`config.mk`:
```
export PLATFORM = sky130hd
export DESIGN_NAME = sseg_digit_driver
export DESIGN_NICKNAME = d
export VERILOG_FILES = /design/src/rtl/sseg_pkg.sv /design/src/rtl/sseg_hex_decoder.sv /design/src/rtl/sseg_digit_driver.sv
export SDC_FILE = /design/constraint.sdc
export NUM_CORES = 1
export LEC_CHECK = 0
export ABC_AREA = 1
export BUFFER_PORTS_ARGS = -buffer_cell sky130_fd_sc_hd__buf_2
export CELL_PAD_IN_SITES_DETAIL_PLACEMENT = 1
export CELL_PAD_IN_SITES_GLOBAL_PLACEMENT = 1
export CORE_MARGIN = 3
export CORE_UTILIZATION = 39
export CTS_BUF_LIST = sky130_fd_sc_hd__clkbuf_4 sky130_fd_sc_hd__clkbuf_8
export DETAILED_ROUTE_END_ITERATION = 7
export GPL_ROUTABILITY_DRIVEN = 1
export PLACE_DENSITY = 0.77
export SYNTH_ARGS = -nofsm -noshare
export SYNTH_HDL_FRONTEND = slang
export SYNTH_SLANG_ARGS = --single-unit
```
`constraint.sdc`:
```
create_clock -name clk -period 1.8 [get_ports clk]
set_input_delay 0.18 -clock clk [delete_from_list [all_inputs] [get_ports clk]]
set_output_delay 0.18 -clock clk [all_outputs]
set_load 0.05 [all_outputs]
```
`src/rtl/sseg_pkg.sv`:
```
// Shared constants and types for the seven-segment digit driver.
// The optional leading-zero blanking feature is enabled by defining SSEG_LZB_EN.
package sseg_pkg;

    // Cathode vector {g,f,e,d,c,b,a}, active-low.
    typedef logic [6:0] seg_t;

    localparam seg_t       SEG_BLANK = 7'h7F;
    localparam logic [3:0] AN_OFF    = 4'hF;

    // Active-low one-hot anode codes, digit 0 is the rightmost.
    localparam logic [3:0] AN_DIG0 = 4'b1110;
    localparam logic [3:0] AN_DIG1 = 4'b1101;
    localparam logic [3:0] AN_DIG2 = 4'b1011;
    localparam logic [3:0] AN_DIG3 = 4'b0111;

    // Hex glyph table, index 0 is the rightmost element of the concatenation.
    localparam seg_t [15:0] SEG_LUT = {
        7'h0E, 7'h06, 7'h21, 7'h46,   // F E d C
        7'h03, 7'h08, 7'h10, 7'h00,   // b A 9 8
        7'h78, 7'h02, 7'h12, 7'h19,   // 7 6 5 4
        7'h30, 7'h24, 7'h79, 7'h40    // 3 2 1 0
    };

endpackage

```
`src/rtl/sseg_hex_decoder.sv`:
```
// Combinational nibble-to-cathode decoder driven from the shared glyph table.
module sseg_hex_decoder
    import sseg_pkg::*;
(
    input  logic [3:0] nibble,
    output logic [6:0] seg
);

    assign seg = SEG_LUT[nibble];

endmodule

```
`src/rtl/sseg_digit_driver.sv`:
```
// Cathode and anode driver for a 4-digit multiplexed display.
// Follows the anode rotator's select, buffers the display value until the
// frame wraps to digit 0, and blanks the anodes for a guard interval after
// every select change. Leading-zero blanking is enabled by SSEG_LZB_EN.
//
// load is a single-cycle strobe with no back-pressure: whenever it is high at
// a clock edge data_in/dp_in are taken, replacing any value still pending.
module sseg_digit_driver
    import sseg_pkg::*;
#(
    parameter int BLANK_CYCLES = 16
) (
    input  logic        clk,
    input  logic        rst,
    input  logic [3:0]  an_sel,
    input  logic [15:0] data_in,
    input  logic [3:0]  dp_in,
    input  logic        load,
    output logic        pending,
    output logic [3:0]  an_out,
    output logic [6:0]  seg,
    output logic        dp,
    output logic        sel_err
);

    localparam int CW = (BLANK_CYCLES < 1) ? 1 : $clog2(BLANK_CYCLES + 1);

    logic [3:0]    an_q;
    logic [CW-1:0] guard_cnt;
    logic [15:0]   disp_val;
    logic [3:0]    disp_dp;
    logic [15:0]   pend_val;
    logic [3:0]    pend_dp;

    logic          change;
    logic          commit;
    logic          dig_valid;
    logic [1:0]    dig_idx;
    logic [3:0]    cur_nibble;
    logic [6:0]    dec_seg;
    logic [3:0]    lzb_blank;

    assign change = (an_sel != an_q);
    assign commit = change && (an_sel == AN_DIG0);

    // Track the select and (re)arm the anode guard counter on every change.
    always_ff @(posedge clk) begin
        if (rst) begin
            an_q      <= AN_OFF;
            guard_cnt <= '0;
        end else begin
            an_q <= an_sel;
            if (change) begin
                guard_cnt <= CW'(BLANK_CYCLES);
            end else if (guard_cnt != '0) begin
                guard_cnt <= guard_cnt - CW'(1);
            end
        end
    end

    // Hold a loaded value until the frame boundary, then move it to the display.
    always_ff @(posedge clk) begin
        if (rst) begin
            disp_val <= '0;
            disp_dp  <= '0;
            pend_val <= '0;
            pend_dp  <= '0;
            pending  <= 1'b0;
        end else if (commit) begin
            if (load) begin
                disp_val <= data_in;
                disp_dp  <= dp_in;
            end else if (pending) begin
                disp_val <= pend_val;
                disp_dp  <= pend_dp;
            end
            pending <= 1'b0;
        end else if (load) begin
            pend_val <= data_in;
            pend_dp  <= dp_in;
            pending  <= 1'b1;
        end
    end

    // Map the registered select onto a digit index; anything else is invalid.
    always_comb begin
        dig_valid = 1'b1;
        dig_idx   = 2'd0;
        case (an_q)
            AN_DIG0: dig_idx = 2'd0;
            AN_DIG1: dig_idx = 2'd1;
            AN_DIG2: dig_idx = 2'd2;
            AN_DIG3: dig_idx = 2'd3;
            default: dig_valid = 1'b0;
        endcase
    end

    assign cur_nibble = disp_val[{dig_idx, 2'b00} +: 4];

    sseg_hex_decoder u_dec (
        .nibble (cur_nibble),
        .seg    (dec_seg)
    );

`ifdef SSEG_LZB_EN
    // Blank leading zeros from the left; a lit decimal point ends the run.
    always_comb begin
        lzb_blank    = 4'b0000;
        lzb_blank[3] = (disp_val[15:12] == 4'h0) && !disp_dp[3];
        lzb_blank[2] = lzb_blank[3] && (disp_val[11:8] == 4'h0) && !disp_dp[2];
        lzb_blank[1] = lzb_blank[2] && (disp_val[7:4] == 4'h0) && !disp_dp[1];
    end
`else
    assign lzb_blank = 4'b0000;
`endif

    // Register the pin outputs so anodes and cathodes switch on the same edge.
    always_ff @(posedge clk) begin
        if (rst) begin
            an_out  <= AN_OFF;
            seg     <= SEG_BLANK;
            dp      <= 1'b1;
            sel_err <= 1'b0;
        end else begin
            an_out  <= (guard_cnt != '0) ? AN_OFF : an_q;
            seg     <= (dig_valid && !lzb_blank[dig_idx]) ? dec_seg : SEG_BLANK;
            dp      <= dig_valid ? ~disp_dp[dig_idx] : 1'b1;
            sel_err <= !dig_valid && (an_q != AN_OFF);
        end
    end

endmodule
```
==> qor_table.md, run 1 <==
| Quantity | Reported |
|:---|:---|
| Run status | complete, no violations |
| Number of flops mapped to enable cells by yosys | 0 |
| Pwr Density | 879 nW/um2 |
| Arrival time at the worst endpoint | 1.97 ns |
| Post-Layout Cell Count | 620 |
| Multi-input gate area in the final layout | 1670 um2 |
| Area of all sequential standard cells | 1270 um2 |
| Total Wirelength | 8410 um |
| Number of pins exceeding their max-slew limit in the final report | 0 |
| Syn_nets | 486 |
| Pint | 2.44 mW |
| CP endpoint kind | flop |
| Count of nets after finishing | 547 |
| Psw | 1.06 mW |
| Critical-path maximum fanout | 5 |
| Number of global-route vias before repair | 2889 |
| Std cell rows | 32 |
| Count of input and output buffers | 40 |
| Post-route total power | 3.50 mW |
| Number of violations reported at the end of detailed-routing iteration 0 | 75 |
| Detailed Routing Iterations Pass 1 | 4 |
| Vias | 2961 |
| Worst vdd rail ir drop | 355 uV |
| Wire length of the first global-routing pass | 13100 um |
| Final weighted congestion of routability-driven global placement | 0.814 |
| Number of unique standard cell types used by synthesis | 29 |
| Count of pins on the block boundary | 41 |
| Core area | 7810 um2 |
| Final Hold Vio Count | 0 |
| Initial antenna violation count | 0 |
| Average detailed-routed wire length per instance | 13.6 um |
| Yosys top cell by area | dfxtp_1 |
| Total number of yosys warnings | 0 |
| H-tree depth | 3 |
| Sequential share of power | 0.432 |
| Clock tree from TritonCTS | yes |
| Lkg Pwr | 1.94 nW |
| Die Wd | 96.3 um |
| Chip Height | 96.3 um |
| Area of the mapped netlist | 3180 um2 |
| Top-area cell type share of the netlist area | 0.397 |
| Clock Power Share | 0.368 |
| Layout filler cell count | 1013 |
| Post-route antenna net violation count | 0 |
| Worst clock skew | 0.00830 ns |
| Largest buffer count on any clock path | 2 |
| Primary flip-flop cell chosen by synthesis mapping | dfxtp_1 |
| Total overflow reported by the global router | 0 |
| CTS sink count | 63 |
| Actual slew at the worst max-slew pin | 0.340 ns |
| Total Routing Usage GR | 0.183 |
| Top post-synthesis cells by area | dfxtp_1 40%, nand2_1 11%, nor2_1 8.7% |
| Worst-case register-to-register setup slack | 0.06 ns |
| Fraction of the yosys area taken by sequential cells | 0.397 |
| Startpoint of the worst register-to-register path | an_q[2]$_SDFF_PP1_ |
| Buffer cell driving the clock tree root | clkbuf_8 |
| Starting density of the core | 0.407 |
| Start point of the critical path | an_q[2]$_SDFF_PP1_ |
| Min-Delay Startpoint | rst |
| Type of the worst min-delay path | primary input to flop |
| Sw frac | 0.303 |
| XOR/XNOR share of the synthesized area | 0.0165 |
| Kind of critical path | flop to flop |
| Cell count after synthesis | 452 |
| Combinational family with the most area after synthesis | simple AND/OR/NAND/NOR gates |
| Number of max-cap violations | 0 |
| Per-cell via count in the routed design | 4.78 |
| Share of post-route cells with drive strength above 1 | 0.253 |
| Minimum clock period | 1.74 ns |
| Total Die Area | 9270 um2 |
| Slew HR | 0.774 |
| Final Setup Violations | 0 |
| Category of the worst setup path launch point | flop |
| DRC Markers | 0 |
| Required time at the endpoint of the critical path | 2.03 ns |
| Peak clock frequency supported by timing | 574 MHz |
| Maximum number of pins on one net before global-route repair | 48 |
| Most common cell in the netlist | nand2_1 |
| Dpl hpwl | 5680 um |
| Logic pwr share | 0.200 |
| Post-route clock period utilization | 0.968 |
| Share of synthesized area spent on multiplexers | 0.0629 |
| Post-synthesis to final-layout area growth | 25.1% |
| # diodes | 0 |
| Total clock buffers created by CTS | 9 |
| Hold buffer count at cts | 0 |
| Post-synthesis compound-gate area fraction | 0.0456 |
| Worst-Skew Late Latency | 0.34 ns |
| Top cells by count, synth | 92 x nand2_1, 74 x nor2_1, 63 x dfxtp_1, 61 x inv_1, 54 x nand3_1 |
| Simple-gate share of the synthesized area | 0.340 |
| Number of storage elements in the synthesis netlist | 63 |
| Async set-reset flop share out of synthesis | 0 |
| Clock-pin slew on the worst setup and hold paths | 0.07 ns |
| Mean instance size in the synthesized netlist | 7.04 um2 |
| Instance count after placement with tap cells included | 594 |
| Arithmetic-cell share of the synthesized area counting full adders, half adders and majority gates | 0.0275 |
## cell usage in the layout, fill, tap and decap left out, drive strengths merged
cell | netlist | routed
xor2 | 5 | 5
dfxtp | 63 | 63
nor2 | 76 | 77
o21ai | 24 | 24
clkinvlp | 0 | 1
clkbuf | 6 | 11
nor4 | 1 | 1
nand2 | 99 | 99
xnor2 | 1 | 1
inv | 64 | 65
mux2i | 20 | 20
a21oi | 5 | 5
bufinv | 0 | 1
or2 | 3 | 3
nor3 | 4 | 4
buf | 13 | 68
nand3 | 60 | 60
ha | 7 | 7
clkinv | 1 | 3
## registers in the layout (all words and copies together), names as in the netlist
register,cells
pending,1
an_q,4
sel_err,1
an_out,4
disp_dp,4
guard_cnt,5
pend_dp,4
pend_val,16
dp,1
disp_val,16
seg,7
## metrics by stage
step	setup WS, ns	instance area (um2)	utilization	TNS (ns)	hold slack, ns
floorplan	0.0314	3180	-	0	0.259
global placement	0.0305	3580	0.458	0	0.408
detailed placement	-0.0803	3580	0.458	-0.284	0.416
CTS	0.0192	3820	0.489	0	0.0481
global route	-0.0591	3980	0.509	-0.252	0.0699
finish	0.0585	3980	0.509	0	0.0605
## routing by layer
metal / up-vias / global-route usage / share of wire
met5: - / 0 / 0
met3: 16 / 0.0321 / 0.031
met2: 48 / 0.315 / 0.49
met4: 0 / 0.0806 / 0.023
li1: 1528 / - / -
met1: 1369 / 0.221 / 0.45
## worst max-delay path: stages (launching register included)
cell and delay (ns):
dfxtp_4 0.38, nand2_2 0.11, nor2_4 0.17, nand3_1 0.12
nand3_2 0.10, nand2_2 0.09, buf_4 0.16, ha_1 0.20
inv_1 0.07, nand3_1 0.07, nand3_1 0.09, nand3_1 0.08
## repair_timing
action / CTS / global route
resized for setup: 9 / 30
setup endpoints to repair: 6 / 13
hold endpoints to repair: 0 / 0
gates cloned: 0 / 1
buffers inserted: 1 / 8
pin swaps: 1 / 8
## power by group through the flow
stage / registers, mW / clock network (mW) / logic, mW
6_report: 1.51 / 1.28 / 0.700
5_1_grt: 1.52 / 1.38 / 0.776
4_1_cts: 1.51 / 1.33 / 0.646
3_5_place_dp: 1.54 / 0 / 0.627
3_3_place_gp: 1.54 / 0 / 0.609
2_1_floorplan: 1.62 / 0 / 0.364
## cell families after synthesis
group,Yosys count
mux,20
simple gates,243
flops,63
xor+xnor,6
fa+ha+maj,7
compound gates,29
buf+inv,84
## path summary, 6_finish.rpt
kind,end,cells past startpoint
min,sel_err$_SDFF_PP0_,2
max,seg[0]$_SDFF_PP1_,11
max reg2reg,seg[0]$_SDFF_PP1_,11
min reg2reg,guard_cnt[1]$_SDFFE_PP0P_,2
## area by class of cell
type / count / area share
tap: 102 / 0.0321
multi-input combinational: 306 / 0.421
timing repair buffer: 68 / 0.114
sequential: 63 / 0.320
clock buffer: 11 / 0.0381
clock inverter: 5 / 0.0142
inverter: 65 / 0.0613
Power figures use the tool's default switching activity.
==> inputs of run 2 (changes only) <==
REMOVE_ABC_BUFFERS = 1   (was not set)
==> run 2 against run 1 <==
  * Clock-buffer cell count stayed put
  * Global-route usage is 0.48 points lower
  * Via count is 2.1% lower
  * Design area is 2.9% lower
  * Non-clock buffer count is 4 lower
  * Clock power is 3% lower
  * Total power is 2.8% lower
  * Sequential cell count stayed put
  * Critical path type unchanged
  * Critical endpoint is now seg[5]$_SDFF_PP1_
  * Largest cell class unchanged
  * Largest power group unchanged
==> qor_table.md, run 2 (synthesis gave the netlist of run 1 again) <==
| Quantity | Reported | Change |
|:---|:---|:---|
| Average detailed-routed wire length per instance | 12.5 um | -7.7% |
| Required time at the endpoint of the critical path | 2.04 ns | about the same |
| Count of input and output buffers | 40 | unchanged |
| Post-Layout Cell Count | 614 | -0.97% |
| Wire length of the first global-routing pass | 13000 um | -0.79% |
| # diodes | 0 | unchanged |
| Detailed Routing Iterations Pass 1 | 4 | unchanged |
| Final weighted congestion of routability-driven global placement | 0.840 | +3.2% |
| Type of the worst min-delay path | primary input to flop |  |
| Worst vdd rail ir drop | 356 uV | +0.38% |
| CP endpoint kind | flop |  |
| Pwr Density | 880 nW/um2 | +0.17% |
| Actual slew at the worst max-slew pin | 0.317 ns | -0.0222 ns |
| Starting density of the core | 0.407 | unchanged |
| R2R Path End | seg[5]$_SDFF_PP1_ |  |
| Post-route antenna net violation count | 0 | unchanged |
| Maximum number of pins on one net before global-route repair | 48 | unchanged |
| Total overflow reported by the global router | 0 | unchanged |
| Final Hold Vio Count | 0 | unchanged |
| Clock tree from TritonCTS | yes |  |
| Total Wirelength | 7680 um | -8.6% |
| Post-route clock period utilization | 0.971 | +0.00341 |
| Dominant cell type by count on the critical path | nand2_1 |  |
| Critical-path maximum fanout | 6 | +1 |
| Die Wd | 96.3 um | unchanged |
| Number of pins exceeding their max-slew limit in the final report | 0 | unchanged |
| Chip Height | 96.3 um | unchanged |
| Worst-path cell with the longest stage delay | dfxtp_4 |  |
| Total Die Area | 9270 um2 | unchanged |
| Multi-input gate area in the final layout | 1600 um2 | -4.1% |
| Worst-Skew Late Latency | 0.34 ns | about the same |
| DRC Markers | 0 | unchanged |
| Most frequent standard cell in the layout excluding fill and tap cells | nand2_1 |  |
| Core area | 7810 um2 | unchanged |
| Share of post-route cells with drive strength above 1 | 0.230 | -0.0224 |
| Total clock buffers created by CTS | 9 | unchanged |
| Initial antenna violation count | 0 | unchanged |
| Startpoint of the worst register-to-register path | an_q[3]$_SDFF_PP1_ |  |
| Count of pins on the block boundary | 41 | unchanged |
| Vias | 2899 | -2.1% |
| Min-Delay Startpoint | an_sel[2] |  |
| Worst-case register-to-register setup slack | 0.05 ns | about the same |
| Total Routing Usage GR | 0.178 | -0.00481 |
| Final cell utilization of the core | 0.495 | -0.0149 |
| Capture endpoint of the worst hold path | an_q[2]$_SDFF_PP1_ |  |
| Hold buffer count at cts | 0 | unchanged |
| Instance count after placement with tap cells included | 596 | +0.34% |
| Largest registers | disp_val x16, pend_val x16, seg x7 |  |
| Lkg Pwr | 1.91 nW | -1.7% |
| H-tree depth | 3 | unchanged |
| Category of the worst setup path launch point | flop |  |
| Arrival time at the worst endpoint | 1.98 ns | about the same |
| Clock-pin slew on the worst setup and hold paths | 0.07 ns | about the same |
| Slew HR | 0.788 | +0.0148 |
| Hold Crit Depth | 3 | +1 |
| Number of global-route vias before repair | 2918 | +1.0% |
| Final Setup Violations | 0 | unchanged |
| Leading cell types in the layout, fill and taps excluded | 87 x nand2_1, 72 x nor2_1, 59 x dfxtp_1, 58 x inv_1, 52 x nand3_1 |  |
| Depth of the worst register-to-register path | 11 | unchanged |
| Run status | complete, no violations |  |
| Buffer cell driving the clock tree root | clkbuf_8 |  |
| Peak clock frequency supported by timing | 572 MHz | -0.35% |
| Post-synthesis to final-layout area growth | 21.4% |  |
| List of cells traversed by the critical path | nand2_1 > inv_2 > nor3_4 > nand3_1 > nand2_2 > inv_2 > ha_1 > nand3_2 > o21ai_1 > nand2_1 > nand2_1 |  |
| Worst clock skew | 0.0113 ns | +0.00302 ns |
| Unrepaired setup endpoints after global routing | yes |  |
| Kind of critical path | flop to flop |  |
| Number of violations reported at the end of detailed-routing iteration 0 | 53 | -29% |
| CTS sink count | 63 | unchanged |
| Std cell rows | 32 | unchanged |
| Minimum clock period | 1.75 ns | +0.00613 ns |
| Count of nets after finishing | 542 | -0.91% |
| Number of max-cap violations | 0 | unchanged |
| Delay contributed by the slowest stage of the critical path | 0.37 ns | about the same |
| Area of all sequential standard cells | 1270 um2 | -0.20% |
| Per-cell via count in the routed design | 4.72 | -1.1% |
| Dpl hpwl | 5750 um | +1.1% |
| Largest buffer count on any clock path | 2 | unchanged |
| Layout filler cell count | 1043 | +3.0% |
## run 2: layout make-up
| cell class | count | area share |
|---|---|---|
| Clock inverter | 4 | 0.0117 |
| Timing Repair Buffer | 64 | 0.108 |
| Clock buffer | 11 | 0.0392 |
| Sequential cell | 63 | 0.329 |
| Inverter | 65 | 0.0632 |
| Multi-Input combinational cell | 305 | 0.415 |
| Tap cell | 102 | 0.0331 |
## run 2: what timing repair did
action,4_1_cts,5_1_grt
hold endpoints to repair,0,0
setup buffers,0,3
resized for setup,8,13
endpoints found under the setup margin,6,26
pin swaps,0,7
## run 2: per-stage QoR
stage	TNS [ns]	hold slack [ns]	power (mW)	area [um2]	setup slack [ns]
after floorplan	-6.20	0.259	1.95	3070	-0.328
after global placement	0	0.401	2.16	3590	0.0314
after detailed placement	-0.385	0.407	2.18	3590	-0.108
after CTS	0	0.0425	3.44	3810	0.0161
after global routing	-0.256	0.0652	3.60	3860	-0.0686
final	0	0.0572	3.40	3860	0.0524
## run 2: critical path: cells and delay by family (launching register included)
kind / cells / cell delay [ns]
simple gates: 7 / 0.83
buf+inv: 2 / 0.13
fa+ha+maj: 1 / 0.23
flops: 1 / 0.37
compound gates: 1 / 0.08
## run 2: per-layer routing
metal / wire, um / vias up / global-route usage
met1: 3520 / 1339 / 0.215
met2: 3840 / 36 / 0.315
met4: 91 / 0 / 0.0596
met3: 228 / 8 / 0.0328
li1: - / 1516 / -
met5: 0 / - / 0
## run 2: worst max-delay path by stage
stage | start | end | slack (ns) | depth (start not counted)
after global placement | an_q[1]$_SDFF_PP1_ | seg[3]$_SDFF_PP1_ | 0.03 | 10
final | an_q[3]$_SDFF_PP1_ | seg[5]$_SDFF_PP1_ | 0.05 | 11
after CTS | an_q[1]$_SDFF_PP1_ | seg[5]$_SDFF_PP1_ | 0.02 | 11
after floorplan | pending$_SDFFE_PP0P_ | disp_dp[0]$_SDFFE_PP0P_ | -0.33 | 5
after detailed placement | an_q[3]$_SDFF_PP1_ | seg[5]$_SDFF_PP1_ | -0.11 | 12
after global routing | an_q[3]$_SDFF_PP1_ | seg[6]$_SDFF_PP1_ | -0.07 | 11
## run 2: report_power, final
group | internal (mW) | switching [mW]
clock | 0.700 | 0.537
combinational | 0.237 | 0.417
sequential | 1.47 | 0.0360
total | 2.41 | 0.991
==> inputs of run 3 (changes only) <==
CORE_MARGIN = 2   (was 3)
CORE_UTILIZATION = 37   (was 39)
CTS_BUF_LIST = not set   (was sky130_fd_sc_hd__clkbuf_4 sky130_fd_sc_hd__clkbuf_8)
PLACE_DENSITY = 0.74   (was 0.77)
==> run 3 against run 2 <==
  * Via count increased by 0.38%
  * Final cell count increased by 0.16%
  * Fmax about the same
  * Register-to-register slack about the same
  * Clock-buffer cell count unchanged
  * Non-clock buffer count decreased by 2
  * Highest routed layer unchanged
  * Sequential cell count unchanged
  * Sequential share of layout area decreased by 0.26 points
  * Critical path depth increased by 1
  * Clock power increased by 10%
  * First-iteration DRC count increased by 15%
  * Combinational power increased by 2%
==> qor_table.md, run 3 (synthesis gave the netlist of run 1 again) <==
| Quantity | Reported | Change |
|:---|:---|:---|
| Detailed Routing Iterations Pass 1 | 4 | unchanged |
| Vias | 2910 | +0.38% |
| Depth of the worst register-to-register path | 12 | +1 |
| Total clock buffers created by CTS | 9 | unchanged |
| Layout filler cell count | 1090 | +4.5% |
| Type of the worst min-delay path | primary input to flop |  |
| Largest buffer count on any clock path | 2 | unchanged |
| Wire length of the first global-routing pass | 13400 um | +3.4% |
| R2R Path End | seg[0]$_SDFF_PP1_ |  |
| Area of all placed cells without fillers | 3910 um2 | +1.2% |
| Worst-case register-to-register setup slack | 0.05 ns | about the same |
| Post-route total power | 3.55 mW | +4.3% |
| Psw | 1.03 mW | +3.8% |
| Final cell utilization of the core | 0.473 | -0.0214 |
| Min setup slack post-route | 0.0522 ns | -0.000190 ns |
| Final weighted congestion of routability-driven global placement | 0.810 | -3.6% |
| Slew HR | 0.791 | +0.00228 |
| Critical-path maximum fanout | 7 | +1 |
| Pint | 2.52 mW | +4.5% |
| Sequential share of power | 0.425 | -0.019 |
| Core area | 8260 um2 | +5.8% |
| Total Routing Usage GR | 0.173 | -0.00434 |
| Logic pwr share | 0.189 | -0.003 |
| Final Hold Vio Count | 0 | unchanged |
| Dpl hpwl | 5660 um | -1.5% |
| Worst clock skew | 0.0101 ns | -0.00125 ns |
| Hold Crit Depth | 3 | unchanged |
| Hold slack final | 0.0595 ns | +0.00224 ns |
| Total Wirelength | 8020 um | +4.4% |
| Clock Power Share | 0.386 | +0.022 |
| Clock-pin slew on the worst setup and hold paths | 0.07 ns | about the same |
| Run status | complete, no violations |  |
| Count of pins on the block boundary | 41 | unchanged |
| Actual slew at the worst max-slew pin | 0.314 ns | -0.00342 ns |
| Per-cell via count in the routed design | 4.73 | +0.22% |
| Worst slack after detailed placement | -0.102 ns | +0.00631 ns |
| Number of pins exceeding their max-slew limit in the final report | 0 | unchanged |
| Worst-Skew Late Latency | 0.34 ns | about the same |
| Endpoint of the worst setup timing path | seg[0]$_SDFF_PP1_ |  |
| Most utilized layer in the global route result | met2 |  |
| Sw frac | 0.290 | -0.00144 |
| Most frequent standard cell in the layout excluding fill and tap cells | nand2_1 |  |
| Unrepaired setup endpoints after global routing | yes |  |
| Start point of the critical path | an_q[2]$_SDFF_PP1_ |  |
| Final Setup Violations | 0 | unchanged |
| Number of max-cap violations | 0 | unchanged |
| Count of input and output buffers | 40 | unchanged |
| Count of nets after finishing | 540 | -0.37% |
| Starting density of the core | 0.385 | -0.0222 |
| Met3 Usage GRT | 0.0448 | +0.0120 |
| Die Wd | 96.7 um | +0.43% |
| Arrival time at the worst endpoint | 1.97 ns | about the same |
| Buffer cell driving the clock tree root | clkbuf_8 |  |
| Kind of critical path | flop to flop |  |
| Post-synthesis to final-layout area growth | 22.9% |  |
| Leading cell types in the layout, fill and taps excluded | 86 x nand2_1, 72 x nor2_1, 59 x dfxtp_1, 58 x inv_1, 49 x nand3_1 |  |
| CP endpoint kind | flop |  |
| Startpoint of the worst register-to-register path | an_q[2]$_SDFF_PP1_ |  |
| Lkg Pwr | 1.91 nW | +0.19% |
| Hold buffer count at cts | 0 | unchanged |
| Chip Height | 96.7 um | +0.43% |
| Std cell rows | 33 | +3.1% |
| Worst vdd rail ir drop | 530 uV | +49% |
| Pwr Density | 907 nW/um2 | +3.1% |
| Total Die Area | 9350 um2 | +0.85% |
| Total overflow reported by the global router | 0 | unchanged |
| Clock tree from TritonCTS | yes |  |
| DRC Markers | 0 | unchanged |
| Largest registers | disp_val x16, pend_val x16, seg x7 |  |
| Met2 usage | 0.308 | -0.00690 |
| Minimum clock period | 1.75 ns | +0.000190 ns |
| Category of the worst setup path launch point | flop |  |
| Number of global-route vias before repair | 3025 | +3.7% |
| Peak clock frequency supported by timing | 572 MHz | about the same |
| H-tree depth | 3 | unchanged |
| CTS sink count | 63 | unchanged |
| Met1 track demand over resource | 0.206 | -0.00874 |
| Average detailed-routed wire length per instance | 13.0 um | +4.3% |
| Required time at the endpoint of the critical path | 2.02 ns | -0.02 ns |
| Post-route antenna net violation count | 0 | unchanged |
| # diodes | 0 | unchanged |
| Number of violations reported at the end of detailed-routing iteration 0 | 61 | +15% |
| Post-route clock period utilization | 0.971 | about the same |
| Initial antenna violation count | 0 | unchanged |
| Maximum number of pins on one net before global-route repair | 48 | unchanged |
| Share of post-route cells with drive strength above 1 | 0.235 | +0.00483 |
| Cell Area, Placed | 3560 um2 | -0.94% |
[run 3: cell count changes in the layout (fill, tap and decap cells not counted), moves of 2 or more]
cell	before	now
buf_4	21	19
dfxtp_2	2	0
dfxtp_4	2	4
ha_1	6	4
nand3_1	52	49
nand3_2	7	10
[run 3: per-stage QoR]
step,instances,setup TNS (ns)
finish,615,0
global route,615,-0.157
CTS,609,0
detailed placement,594,-0.311
global placement,594,0
floorplan,433,-6.20
[run 3: worst min path at each step]
| stage | startpoint | endpoint | slack (ns) |
|---|---|---|---|
| floorplan | rst | sel_err$_SDFF_PP0_ | 0.26 |
| global placement | an_sel[2] | an_q[2]$_SDFF_PP1_ | 0.40 |
| detailed placement | an_sel[2] | an_q[2]$_SDFF_PP1_ | 0.41 |
| CTS | an_sel[2] | an_q[2]$_SDFF_PP1_ | 0.05 |
| global route | an_sel[3] | an_q[3]$_SDFF_PP1_ | 0.06 |
| finish | an_sel[2] | an_q[2]$_SDFF_PP1_ | 0.06 |
[run 3: what timing repair did]
item                                    4_1_cts  5_1_grt
pin swaps                                     0        7
resized for setup                             9       21
endpoints found under the hold margin         0        0
endpoints found under the setup margin        5        8
buffers inserted                              0        6
[run 3: critical path, stage by stage, from the launching register on]
cell      delay (ns)
dfxtp_4         0.37
nand2_2         0.10
clkinv_1        0.10
nand3_4         0.10
nand2_1         0.09
nand3_2         0.08
nand2_2         0.08
buf_4           0.15
ha_1            0.21
inv_1           0.07
nand3_1         0.09
nand3_1         0.11
nand3_1         0.07
[run 3: area by class of cell]
type	instances	area, um2	share of cell area
Tap cell	105	131	0.0336
Inverter	65	244	0.0624
Multi-Input combinational cell	305	1640	0.420
Clock buffer	11	141	0.0362
Clock inverter	4	70.1	0.0179
Sequential cell	63	1280	0.327
Timing Repair Buffer	62	403	0.103
[run 3: metal layers]
layer  vias up  share of wire
met1      1343           0.45
met4         0          0.010
li1       1509              -
met5         -              0
met3         7          0.035
met2        51           0.50
[run 3: power groups by stage]
| stage | Combinational, mW | Clock, mW | Sequential [mW] |
|---|---|---|---|
| 6_report | 0.669 | 1.37 | 1.51 |
| 3_5_place_dp | 0.622 | 0 | 1.54 |
| 5_1_grt | 0.747 | 1.45 | 1.52 |
| 4_1_cts | 0.630 | 1.40 | 1.51 |
| 2_1_floorplan | 0.337 | 0 | 1.62 |
| 3_3_place_gp | 0.608 | 0 | 1.54 |
